<file path="src/rtl/serial_shifter_pkg.sv">
// Shared definitions for the serial shift harness blocks (input and output side).
package serial_shifter_pkg;

    // Two-state control: waiting for a word, or presenting its bits serially.
    typedef enum logic {
        IDLE  = 1'b0,
        SHIFT = 1'b1
    } shifter_state_e;

    // Bit-counter width for a given word width; never less than one bit.
    function automatic int calc_cnt_w(input int width);
        if (width <= 2) begin
            return 1;
        end
        return $clog2(width);
    endfunction

endpackage

</file>
<file path="src/rtl/serial_result_shifter.sv">
// Captures a parallel result vector and shifts it out LSB first, one bit per
// enabled cycle. Supports back-to-back words with no bubble and holds all
// outputs while shift_en is low.
module serial_result_shifter
    import serial_shifter_pkg::*;
#(
    parameter int WIDTH = 34
) (
    input  logic             clk,
    input  logic             rst,
    input  logic             load,
    input  logic [WIDTH-1:0] din,
    input  logic             shift_en,
    output logic             ready,
    output logic             dout,
    output logic             dout_valid,
    output logic             last,
    output logic             done
);

    localparam int                CNT_W    = calc_cnt_w(WIDTH);
    localparam logic [CNT_W-1:0]  LAST_CNT = CNT_W'(WIDTH - 1);

    shifter_state_e    state_q;
    shifter_state_e    state_d;
    logic [WIDTH-1:0]  sreg_q;
    logic [CNT_W-1:0]  cnt_q;
    logic              done_q;

    logic              is_last;
    logic              finishing;
    logic              accept;

    // Control state register.
    always_ff @(posedge clk) begin
        if (rst) begin
            state_q <= IDLE;
        end else begin
            state_q <= state_d;
        end
    end

    // Next-state decode and outputs; ready may open in the final-bit cycle
    // so a new word can follow without a gap.
    always_comb begin
        state_d    = state_q;
        is_last    = 1'b0;
        finishing  = 1'b0;
        ready      = 1'b0;
        accept     = 1'b0;
        dout       = 1'b0;
        dout_valid = 1'b0;
        last       = 1'b0;

        is_last    = (state_q == SHIFT) && (cnt_q == LAST_CNT);
        finishing  = is_last && shift_en;
        ready      = (state_q == IDLE) || finishing;
        accept     = load && ready;

        dout       = (state_q == SHIFT) && sreg_q[0];
        dout_valid = (state_q == SHIFT);
        last       = is_last;

        if (accept) begin
            state_d = SHIFT;
        end else if (finishing) begin
            state_d = IDLE;
        end
    end

    // Shift register, bit counter and registered completion pulse.
    always_ff @(posedge clk) begin
        if (rst) begin
            sreg_q <= '0;
            cnt_q  <= '0;
            done_q <= 1'b0;
        end else begin
            done_q <= finishing;
            if (accept) begin
                sreg_q <= din;
                cnt_q  <= '0;
            end else if (finishing) begin
                sreg_q <= '0;
                cnt_q  <= '0;
            end else if ((state_q == SHIFT) && shift_en) begin
                sreg_q <= {1'b0, sreg_q[WIDTH-1:1]};
                cnt_q  <= cnt_q + CNT_W'(1);
            end
        end
    end

    assign done = done_q;

endmodule

</file>
<file path="config.mk">
export PLATFORM = sky130hd
export DESIGN_NAME = serial_result_shifter
export DESIGN_NICKNAME = d
export VERILOG_FILES = /design/src/rtl/serial_shifter_pkg.sv /design/src/rtl/serial_result_shifter.sv
export SDC_FILE = /design/constraint.sdc
export NUM_CORES = 1
export LEC_CHECK = 0
export BUFFER_PORTS_ARGS = -buffer_cell sky130_fd_sc_hd__buf_2
export CORE_ASPECT_RATIO = 1.75
export CORE_MARGIN = 2
export CORE_UTILIZATION = 53
export CTS_CLUSTER_SIZE = 14
export DETAILED_ROUTE_END_ITERATION = 8
export PLACE_DENSITY = 0.77
export SLEW_MARGIN = 20
export SYNTH_ARGS = -nofsm -noshare
export SYNTH_HDL_FRONTEND = slang
export SYNTH_SLANG_ARGS = --single-unit
</file>
<file path="constraint.sdc">
create_clock -name clk -period 2.22 [get_ports clk]
set_input_delay 0.111 -clock clk [delete_from_list [all_inputs] [get_ports clk]]
set_output_delay 0.111 -clock clk [all_outputs]
set_load 0.02 [all_outputs]
</file>
# == Word level (Yosys, flattened, before mapping) ==
# Index checks and enable logic that the tools add are counted.
# word_totals
wordCells,21
inputBits,38
regBits,42
out_inout_bits,5
# classes
n_mux,5
reduce_logical,9
n_eq_ne,1
addsub,1
bitwise,1
# op_table
cell,count
$mux 34,3
$add 6x1->6 const B,1
$eq 6x6->1 const B,1
$logic_and 1x1->1,5
$reduce_bool 3->1,1
$reduce_or 3->1,1
$mux 1,2
$reduce_bool 2->1,1
$logic_or 1x1->1,1
$not 1->1,1

# == Longest topological paths before layout ==
# Gate-level depths: netlist of the first run.
# depth
word_depth,6
mapped_depth,7
depth_no_buf,6

# == Least setup slack after synthesis of the first run ==
# Ideal clock, no wire load.
# synth_path
kind,register -> register
from,register state_q (netlist: dout_valid)
to,register sreg_q[14]
required_ps,2152
t_arrival_ps,1601
path_slack_ps,551
path_stages_with_launch,7
path_cell_list,dfxtp_1 > buf_6 > and4bb_4 > nand2_4 > a211oi_4 > buf_6 > o2bb2ai_2
# synth_between
elab_chain_len,5
word_cells_on_any_way,9
classes_between,mux (2); bitwise (1); reduce/logical (6)
# synth_lines
element,line_no,source
start: declaration,serial_result_shifter.sv:24,shifter_state_e state_q;
start signal: assignment,serial_result_shifter.sv:39,state_q <= state_d;
$logic_and 1x1->1,serial_result_shifter.sv:55,is_last = (state_q == SHIFT) && (cnt_q == LAST_CNT);
$logic_and 1x1->1,serial_result_shifter.sv:56,finishing = is_last && shift_en;
$logic_or 1x1->1,serial_result_shifter.sv:57,ready = (state_q == IDLE) || finishing;
$logic_and 1x1->1,serial_result_shifter.sv:58,accept = load && ready;
$reduce_bool 3->1 (no source line) / $mux 34 (equally long branches),-,
end signal: assignment,serial_result_shifter.sv:80,sreg_q <= din;
end signal: assignment,serial_result_shifter.sv:86,"sreg_q <= {1'b0, sreg_q[WIDTH-1:1]};"
end: declaration,serial_result_shifter.sv:26,logic [WIDTH-1:0] sreg_q;
# Parallel ways exist; a longest one is shown, timed or not.
# A chain may end at the register's enable or synchronous reset.

# == Worst setup path in the final report of the first run ==
# layout_path
from,register cnt_q[1]
to,register sreg_q[10]
# layout_between
elab_chain_len,6
word_cells_on_any_way,8
classes_between,eq/ne (1); mux (2); reduce/logical (5)
# layout_lines
element,line_no,source
start: declaration,serial_result_shifter.sv:27,logic [CNT_W-1:0] cnt_q;
start signal: assignment,serial_result_shifter.sv:87,cnt_q <= cnt_q + CNT_W'(1);
$eq 6x6->1 *,serial_result_shifter.sv:55,
$logic_and 1x1->1 *,serial_result_shifter.sv:55,
$logic_and 1x1->1 *,serial_result_shifter.sv:56,
$logic_or 1x1->1,serial_result_shifter.sv:57,
$logic_and 1x1->1,serial_result_shifter.sv:58,
$reduce_bool 3->1 (no source line) / $mux 34 (equally long branches),-,
# Every way passes the cells marked *; elsewhere a longest branch is shown, timed or not.

==> run metrics, run 1 <==
status finished clean; first-pass GRT wire length 6.11 mm; Relative slew margins between 50% and 60%; Initial DRC Count 39; design area roughly 0.0023 mm²; Worst VDD drop between 700 and 800 µV; setup_tns 0 ns; GPL Wtd Cong approximately 0.86; clock tree root driver cell clkbuf_8; drt total wl ~3.7 mm; Cell Area, Synth ~0.0019 mm²; Comb power frac between 10% and 20%; Net Sw Power 428 µW; Die H around 83 µm; largest net degree at the start of global routing 35; share of cells above drive strength 1 approximately 34%; slew of the pin with the lowest slew margin between 0.6 and 0.7 ns; Max Cap Viol 0; Leakage a little over 0.9 nW; Die Footprint slightly above 0.004 mm²; fin crit period roughly 1.8 ns; Remaining Overflow, GRT 0; CP cell instances inv_1, ha_1, and3b_1, a211oi_2, buf_4, o21ai_0, o2bb2ai_2; Final setup viols 0; Port Buffers between 40 and 50; htree depth 2; vias per cell between 5 and 6; nets 277; WP buf/inv 2; cell taking the most area after synthesis dfxtp_1; Longest Clk Path Bufs 2; Synth Instances 194; clock power share between 30% and 40%; Commonest cells post-synth dfxtp_1 (42), nor2_1 (41), o21ai_0 (32), o2bb2ai_2 (20), o2bb2ai_1 (13); pwr/cell area 715 mW/mm²; Avg Inst Size Synth ~9.8 µm²; ranking of synthesized cells by area dfxtp_1 (44%), o2bb2ai_2 (16%), o21ai_0 (8.4%), nor2_1 (8.1%), o2bb2ai_1 (6.0%); Internal approximately 1.2 mW; DP Wirelength about 2.6 mm; startpoint types flip-flop; Main synth FF type dfxtp_1; vias in the first global route 1472; Num Clock Sinks 42; initial antenna violation count 0; # rows 28; CTS tree yes; Worst Setup End Kind flip-flop; worst-path fanout max 22; Post-Synthesis Net Count 234; DRT Pass-1 Iters 4; register area share after synthesis about 44%; HP Class primary input to flip-flop; cell with the most instances after synthesis dfxtp_1; Synth Register Bits 42; Yosys cell types 26; Switching Fraction a little over a quarter; final hold violation count 0; Total GRT Usage 19.3%; upper clock frequency limit between 0.5 and 0.6 GHz; final worst slack between 0.4 and 0.5 ns; Synthesis Warnings 0; chip width just under 50 µm; total CTS buffers 5; ANT nets after route 0; ys async rst share 0%; worst-skew pair later-pin latency around 0.30 ns; Area after DPL around 0.0022 mm²; crit-path leading delay family compound AO/OA/AOI/OAI gates; critical path class flip-flop to flip-flop; P&R area growth vs syn 18.6%; RSZ-0062 raised after global routing false; CTS clk-pin slew, worst paths 0.08 ns; Flop pwr share 53.1%; Resize count post-CTS 0; vias 1526; effective utilization at floorplan about 56%; IO Pins 43; Setup WS pre-CTS approximately 0.5 ns; Critical Path RT approximately 2.5 ns; Worst Path Arrival 1.99 ns; area share of the largest cell type after synthesis between 40% and 50%; # diodes 0; DRC viols 0; WL per Instance roughly 13 µm; EDFF count, synth 0; Placeable Area between 0.003 and 0.004 mm²; Pins Over Slew Limit 0; Crit path largest cell delay 0.41 ns; clock skew just under 0.006 ns; critical path's slowest cell dfxtp_1; fin crit share roughly four fifths
## power by group through the flow
stage,Clock [mW],Combinational (mW),Sequential (mW)
floorplan,0,0.177,0.864
global placement,0,0.246,0.872
detailed placement,0,0.252,0.874
CTS,0.518,0.254,0.857
global route,0.540,0.281,0.865
finish,0.506,0.251,0.857
## area by class of cell
type | instances | area (µm²)
inverter | 2 | 7.51
timing repair buffer | 50 | 285
fill | 307 | 1140
clock inverter | 1 | 5.00
tap | 45 | 56.3
multi-input combinational | 136 | 975
clock buffer | 7 | 86.3
sequential | 42 | 841
## layout by cell type, fill, tap and decap left out, types with 3 or more instances in the layout
master      n
nand2_1     4
nor2_1     41
xor2_1      4
nand4_1     3
clkbuf_8    6
o2bb2ai_2  20
buf_2      42
o21ai_0    32
o2bb2ai_1  13
dfxtp_1    42
buf_4       6
## worst reg2reg max path, cell delays in order (launching register included)
cell and delay (ns):
dfxtp_1 0.41, inv_1 0.07, ha_1 0.18, and3b_1 0.22, a211oi_2 0.27, buf_4 0.26
o21ai_0 0.14, o2bb2ai_2 0.14
## state kept, by name (all words and copies together), names as in the netlist
name and flops:
cnt_q 6, done 1, dout_valid 1, sreg_q 34
## per-layer routing
| metal | global-route usage, % | up-vias | wire length, µm |
|---|---|---|---|
| met5 | 0 | - | 0 |
| met4 | 10.1 | 0 | 89 |
| met3 | 6.12 | 7 | 216 |
| met2 | 33.3 | 42 | 1900 |
| met1 | 20.3 | 703 | 1520 |
| li1 | - | 774 | - |
## stage by stage
step | hold slack, ns | utilization (%) | cells | power (mW)
floorplan | 0.180 | - | 194 | 1.04
global placement | 0.312 | 63.4 | 274 | 1.12
detailed placement | 0.312 | 63.4 | 274 | 1.13
CTS | 0.000979 | 66.4 | 283 | 1.63
global route | 0.00278 | 66.4 | 283 | 1.69
finish | 0.00945 | 66.4 | 283 | 1.61
## cell families after synthesis
family | Yosys count | synth area share (%)
and+or+nand+nor | 57 | 13.9
buffers and inverters | 16 | 4.74
DFF | 42 | 44.2
adders and majority gates | 2 | 1.32
AOI/OAI and AO/OA | 72 | 33.5
xor gates and xnor gates | 5 | 2.30
## what timing repair did
action                    CTS  global route
buffers inserted            0             0
hold endpoints to repair    1             0
hold buffers                1             0
## final timing paths
path / slack (ns) / startpoint / depth (start not counted) / to
hold / removal: 0.009 / din[33] / 2 / sreg_q[33]
setup reg to reg: 0.47 / cnt_q[1] / 7 / sreg_q[10]
hold reg to reg: 0.49 / sreg_q[10] / 2 / sreg_q[10]
setup / recovery: 0.47 / cnt_q[1] / 7 / sreg_q[10]
Power figures use the tool's default switching activity.
==> run 2, diff against run 1 <==
CORE_UTILIZATION = 48   (was 53)
PLACE_DENSITY = 0.74   (was 0.77)
clock period = 1.4 ns   (was 2.22 ns; I/O delays follow)
==> run 2 against run 1 <==
Against the previous run: sequential power rose by 60%; utilization up 10 points; non-clock buffer count is 50 higher; the run now ends with hold timing, setup timing left; critical endpoint is now sreg_q[30]; worst setup slack worse by 0.74 ns; worst hold slack worse by 0.011 ns; sequential share of layout area is 8.3 points lower; combinational power grew 150%; register-to-register slack lost 0.74 ns; cell area is 30% higher; routed wire length up 45%; power is 73% higher; global-route usage increased by 2.4 points.
==> run metrics, run 2 (synthesized netlist as in run 1, its figures left out) <==
Initial DRC Count 39 (unchanged); Regs by FF count sreg_q x34, cnt_q x6 (unchanged); first-pass GRT wire length 7.33 mm (was 6.11 mm); Worst Path Arrival 1.89 ns (was 1.99 ns); DRC viols 0 (unchanged); htree depth 2 (unchanged); Top reg by flops sreg_q (unchanged); Leakage 1.20 nW (was 0.923 nW); DP Wirelength 2.65 mm (was 2.58 mm); WHS Endpoint sreg_q[9] (was sreg_q[33]); P&R area growth vs syn 54.1% (was 18.6%); Largest register FFs 34 (unchanged); reg-to-reg startpoint cnt_q[1] (unchanged); Hold Path Stages 2 (unchanged); startpoint types flip-flop (unchanged); Total GRT Usage 21.7% (was 19.3%); post-placement cell count 285 (was 274); Final setup viols 38 (was 0); CTS clk-pin slew, worst paths 0.08 ns (about the same); clock skew 0.00444 ns (was 0.00582 ns); vias 1835 (was 1526); commonest non-fill, non-tap cell in the layout buf_2; Longest Clk Path Bufs 2 (unchanged); HP Class primary input to flip-flop (unchanged); Die H 87.3 µm (was 83.2 µm); FILL cells 272 (was 307); clock tree root driver cell clkbuf_8 (unchanged); Placeable Area 0.00383 mm² (was 0.00340 mm²); Die Footprint 0.00450 mm² (was 0.00410 mm²); critical path class flip-flop to flip-flop (unchanged); final worst slack -0.273 ns (was 0.467 ns); total CTS buffers 5 (unchanged); R2R depth 8 (was 7); drt total wl 5.41 mm (was 3.72 mm); fin cells 336 (was 283); final hold slack -0.00148 ns (was 0.00945 ns); fin crit share 120% (was 79.0%); Remaining Overflow, GRT 0 (unchanged); Critical Path RT 1.61 ns (was 2.45 ns); DRT Pass-1 Iters 5 (was 4); Pins Over Slew Limit 0 (unchanged); # diodes 0 (unchanged); failing checks hold timing, setup timing; slew of the pin with the lowest slew margin 0.332 ns (was 0.697 ns); IO Pins 43 (unchanged); final hold violation count 1 (was 0); worst-path fanout max 5 (was 22); WL per Instance 16.1 µm (was 13.1 µm); vias in the first global route 1636 (was 1472); effective utilization at floorplan 49.7% (was 56.0%); fin crit period 1.67 ns (was 1.75 ns); ANT nets after route 0 (unchanged); total power 2.79 mW (was 1.61 mW); share of cells above drive strength 1 42.0% (was 34.0%); Worst Setup End Kind flip-flop (unchanged); pwr/cell area 953 mW/mm² (was 715 mW/mm²); chip width 51.6 µm (was 49.3 µm); upper clock frequency limit 0.598 GHz (was 0.571 GHz); CTS tree yes (unchanged); largest net degree at the start of global routing 35 (unchanged); worst-skew pair later-pin latency 0.29 ns (was 0.30 ns); nets 327 (was 277); GPL Wtd Cong 0.805 (was 0.864); initial antenna violation count 0 (unchanged); Max Cap Viol 0 (unchanged); Relative slew margins 77.8% (was 53.5%); setup_tns -7.35 ns (was 0 ns); Port Buffers 42 (unchanged); most frequent cells in the layout buf_2 (40), nor2_1 (39), dfxtp_1 (38) (was dfxtp_1 (42), buf_2 (42), nor2_1 (41)); RR Endpoint sreg_q[30] (was sreg_q[10]); Worst VDD drop 950 µV (was 713 µV); vias per cell 5.46 (was 5.39); status complete, but fails checks (was finished clean); internal reg-to-reg setup slack -0.27 ns (was 0.47 ns); RSZ-0062 raised after global routing true (was false); Num Clock Sinks 42 (unchanged); # rows 30 (was 28); hold wc startpoint din[9] (was din[33])
run 2: stage by stage:
| step | utilization, % | hold WS, ns | setup slack, ns | instance area, µm² |
|---|---|---|---|---|
| floorplan | - | 0.129 | -0.143 | 1910 |
| global placement | 58.5 | 0.263 | -0.121 | 2240 |
| detailed placement | 58.5 | 0.269 | -0.181 | 2240 |
| CTS | 71.1 | 0.00490 | -0.128 | 2720 |
| global route | 76.6 | 0.00710 | -0.333 | 2930 |
| finish | 76.6 | -0.00148 | -0.273 | 2930 |
run 2: worst max-delay path: stages (launching register included):
cell and delay [ns]:
dfxtp_2 0.35, inv_2 0.05, ha_4 0.15, and3b_2 0.23, a211oi_4 0.27, buf_6 0.17
buf_12 0.12, o21ai_2 0.07, o2bb2ai_2 0.19
run 2: how the worst max path moves through the flow:
| stage | from | to | slack (ns) |
|---|---|---|---|
| finish | cnt_q[1] | sreg_q[30] | -0.27 |
| global route | cnt_q[1] | sreg_q[30] | -0.33 |
| CTS | cnt_q[1] | sreg_q[0] | -0.13 |
| detailed placement | cnt_q[1] | sreg_q[5] | -0.18 |
| global placement | cnt_q[1] | sreg_q[18] | -0.12 |
| floorplan | cnt_q[1] | sreg_q[14] | -0.14 |
run 2: metal layers:
metal | share of wire, % | vias to the layer above | global-route usage (%) | wire length [µm]
met2 | 55 | 51 | 39.9 | 2990
met5 | 0 | - | 0 | 0
li1 | - | 881 | - | -
met4 | 3.4 | 0 | 11.5 | 184
met3 | 3.7 | 16 | 2.92 | 198
met1 | 38 | 887 | 23.3 | 2030
run 2: power breakdown:
part	switching (mW)	total (mW)	internal, mW
clock network	0.411	0.809	0.398
logic	0.300	0.618	0.318
registers	0.0639	1.37	1.30
total	0.775	2.79	2.02
run 2: repair_timing:
action / CTS / global route
gates resized for setup: 25 / 33
hold buffers: 33 / 0
gates cloned: 0 / 5
endpoints found under the setup margin: 35 / 42
setup buffers: 2 / 3
pin swaps: 3 / 18
endpoints found under the hold margin: 33 / 0
run 2: layout make-up:
class | count | area [µm²] | share of cell area, %
Clock buffer | 7 | 86.3 | 2.94
Clock inverter | 1 | 5.00 | 0.171
Inverter | 2 | 7.51 | 0.256
Multi-Input combinational cell | 136 | 1060 | 36.1
Sequential cell | 42 | 848 | 28.9
Tap cell | 48 | 60.1 | 2.05
Timing Repair Buffer | 100 | 866 | 29.5
==> run 3, diff against run 2 <==
HOLD_SLACK_MARGIN = 0.1   (was unset)
==> run 3 against run 2 <==
Against the previous run: critical path type unchanged; critical endpoint is now sreg_q[31]; the flow finishes with violations (setup timing); routed wire length down 2.6%; clock skew is essentially flat; largest power group unchanged; worst hold slack improved by 0.17 ns; power shrank 0.18%; worst setup slack better by 0.035 ns.
==> run metrics, run 3 (synthesized netlist as in run 1, its figures left out) <==
status complete, but fails checks (unchanged); failing checks setup timing (was hold timing, setup timing); critical path class flip-flop to flip-flop (unchanged); DR top layer met4 (unchanged); Worst Path Arrival 1.87 ns (was 1.89 ns); Max Cap Viol 0 (unchanged); clock power share 28.5% (was 28.9%); Largest register FFs 34 (unchanged); DRC viols 0 (unchanged); critical path's slowest cell dfxtp_2 (unchanged); initial antenna violation count 0 (unchanged); RR Endpoint sreg_q[31] (was sreg_q[30]); DP Wirelength 2.65 mm (unchanged); Worst VDD drop 909 µV (was 950 µV); Die Footprint 0.00450 mm² (unchanged); final hold violation count 0 (was 1); DRT Pass-1 Iters 4 (was 5); register area 848 µm² (unchanged); met2 WL post-DR 2.96 mm (was 2.99 mm); largest net degree at the start of global routing 35 (unchanged); share of cells above drive strength 1 42.1% (was 42.0%); commonest non-fill, non-tap cell in the layout buf_2 (unchanged); design area 0.00297 mm² (was 0.00293 mm²); Critical Path RT 1.63 ns (was 1.61 ns); htree depth 2 (unchanged); met3 WL 189 µm (was 198 µm); internal reg-to-reg setup slack -0.24 ns (was -0.27 ns); post-placement cell count 285 (unchanged); worst-path fanout max 8 (was 5); Regs by FF count sreg_q x34, cnt_q x6 (unchanged); Total GRT Usage 21.3% (was 21.7%); Relative slew margins 74.5% (was 77.8%); Placeable Area 0.00383 mm² (unchanged); clock tree root driver cell clkbuf_8 (unchanged); startpoint types flip-flop (unchanged); most frequent cells in the layout buf_2 (40), nor2_1 (39), dfxtp_1 (38) (unchanged); Flop pwr share 49.1% (was 48.9%); reg-to-reg startpoint cnt_q[1] (unchanged); effective utilization at floorplan 49.7% (unchanged); worst-skew pair later-pin latency 0.29 ns (about the same); met1 WL 1.96 mm (was 2.03 mm); Switching Fraction 27.4% (was 27.7%); Top reg by flops sreg_q (unchanged); nets 329 (was 327); Leakage 1.22 nW (was 1.20 nW); Internal 2.03 mW (was 2.02 mW); Longest Clk Path Bufs 2 (unchanged); first-pass GRT wire length 7.25 mm (was 7.33 mm); vias in the first global route 1650 (was 1636); final worst slack -0.238 ns (was -0.273 ns); Num Clock Sinks 42 (unchanged); FILL cells 260 (was 272); crit-path leading delay family compound AO/OA/AOI/OAI gates (unchanged); Remaining Overflow, GRT 0 (unchanged); chip width 51.6 µm (unchanged); WL per Instance 15.6 µm (was 16.1 µm); CTS tree yes (unchanged); multi-input logic area 0.00107 mm² (was 0.00106 mm²); slew of the pin with the lowest slew margin 0.381 ns (was 0.332 ns); R2R depth 8 (unchanged); fin crit share 117% (was 120%); total CTS buffers 5 (unchanged); CTS clk-pin slew, worst paths 0.08 ns (about the same); drt total wl 5.27 mm (was 5.41 mm); vias per cell 5.40 (was 5.46); P&R area growth vs syn 56.1% (was 54.1%); Net Sw Power 764 µW (was 775 µW); Comb power frac 22.3% (was 22.1%); RSZ-0062 raised after global routing true (unchanged); Hold Path Stages 3 (was 2); pwr/cell area 940 mW/mm² (was 953 mW/mm²); Initial DRC Count 55 (was 39); Pins Over Slew Limit 0 (unchanged); # rows 30 (unchanged); fin crit period 1.64 ns (was 1.67 ns); Crit path largest cell delay 0.33 ns (was 0.35 ns); clock skew 0.00407 ns (was 0.00444 ns); Worst Setup End Kind flip-flop (unchanged); GPL Wtd Cong 0.805 (unchanged); HP Class primary input to flip-flop (unchanged); upper clock frequency limit 0.610 GHz (was 0.598 GHz); Die H 87.3 µm (unchanged); CP cell instances inv_2, ha_4, and3b_2, a211oi_4, buf_6, clkbuf_16, o21ai_0, o2bb2ai_1 (was inv_2, ha_4, and3b_2, a211oi_4, buf_6, buf_12, o21ai_2, o2bb2ai_2); vias 1825 (was 1835); Final setup viols 36 (was 38); WP buf/inv 3 (unchanged); Area after DPL 0.00224 mm² (unchanged); setup_tns -7.19 ns (was -7.35 ns); WHS Endpoint dout_valid (was sreg_q[9]); fin cells 338 (was 336); ANT nets after route 0 (unchanged); # diodes 0 (unchanged); IO Pins 43 (unchanged); Port Buffers 42 (unchanged); hold wc startpoint load (was din[9])
## run 3: cell count changes in the layout (fill, tap and decap cells not counted)
cell           change
o21ai_0            -1
buf_6              +1
o2bb2ai_1          -1
o21ai_4            +1
buf_4              -1
dlygate4sd3_1      +2
o2bb2ai_2          +1
o21ai_2            -1
o21ai_1            +1
## run 3: worst register-to-register path: stages, from the launching register on
cell and delay [ns]:
dfxtp_2 0.33, inv_2 0.04, ha_4 0.15, and3b_2 0.23, a211oi_4 0.25, buf_6 0.19, clkbuf_16 0.17, o21ai_0 0.08
o2bb2ai_1 0.13
## run 3: cell type report
cell class,instances,area share [%]
multi-input combinational,136,36.1
timing repair buffer,102,30.0
sequential,42,28.6
clock buffer,7,2.91
tap,48,2.02
inverter,2,0.253
clock inverter,1,0.169
## run 3: through the flow
stage	hold WS (ns)	total power [mW]	setup WS [ns]	util, %
final	0.169	2.79	-0.238	77.5
after global routing	0.192	2.90	-0.301	77.5
after CTS	0.116	2.70	-0.128	71.7
after detailed placement	0.269	1.80	-0.181	58.5
after global placement	0.263	1.79	-0.121	58.5
after floorplan	0.129	1.65	-0.143	-
## run 3: power by group through the flow
stage / Clock [mW] / Combinational (mW) / Sequential (mW)
after global placement: 0 / 0.409 / 1.38
after CTS: 0.821 / 0.518 / 1.36
after global routing: 0.848 / 0.675 / 1.38
after floorplan: 0 / 0.283 / 1.37
final: 0.796 / 0.623 / 1.37
after detailed placement: 0 / 0.423 / 1.38
## run 3: worst max-delay path by stage
stage / from / end / slack, ns / depth (start not counted)
after CTS: cnt_q[1] / sreg_q[0] / -0.13 / 7
after global routing: cnt_q[1] / sreg_q[1] / -0.30 / 8
final: cnt_q[1] / sreg_q[31] / -0.24 / 8
after detailed placement: cnt_q[1] / sreg_q[5] / -0.18 / 7
after global placement: cnt_q[1] / sreg_q[18] / -0.12 / 7
after floorplan: cnt_q[1] / sreg_q[14] / -0.14 / 7
## run 3: repair_timing
| action | in CTS | in global routing |
|---|---|---|
| gates resized for setup | 25 | 36 |
| setup buffers | 2 | 2 |
| pin swaps | 3 | 19 |
| gates cloned | 0 | 6 |
| setup endpoints to repair | 35 | 42 |
| hold buffers | 35 | 0 |
| hold endpoints to repair | 35 | 0 |
## run 3: metal layers
metal  GRT usage (%)  up-vias
li1                -      883
met1            23.4      872
met2            38.3       57
met3            2.92       13
met4            11.5        0
met5               0        -
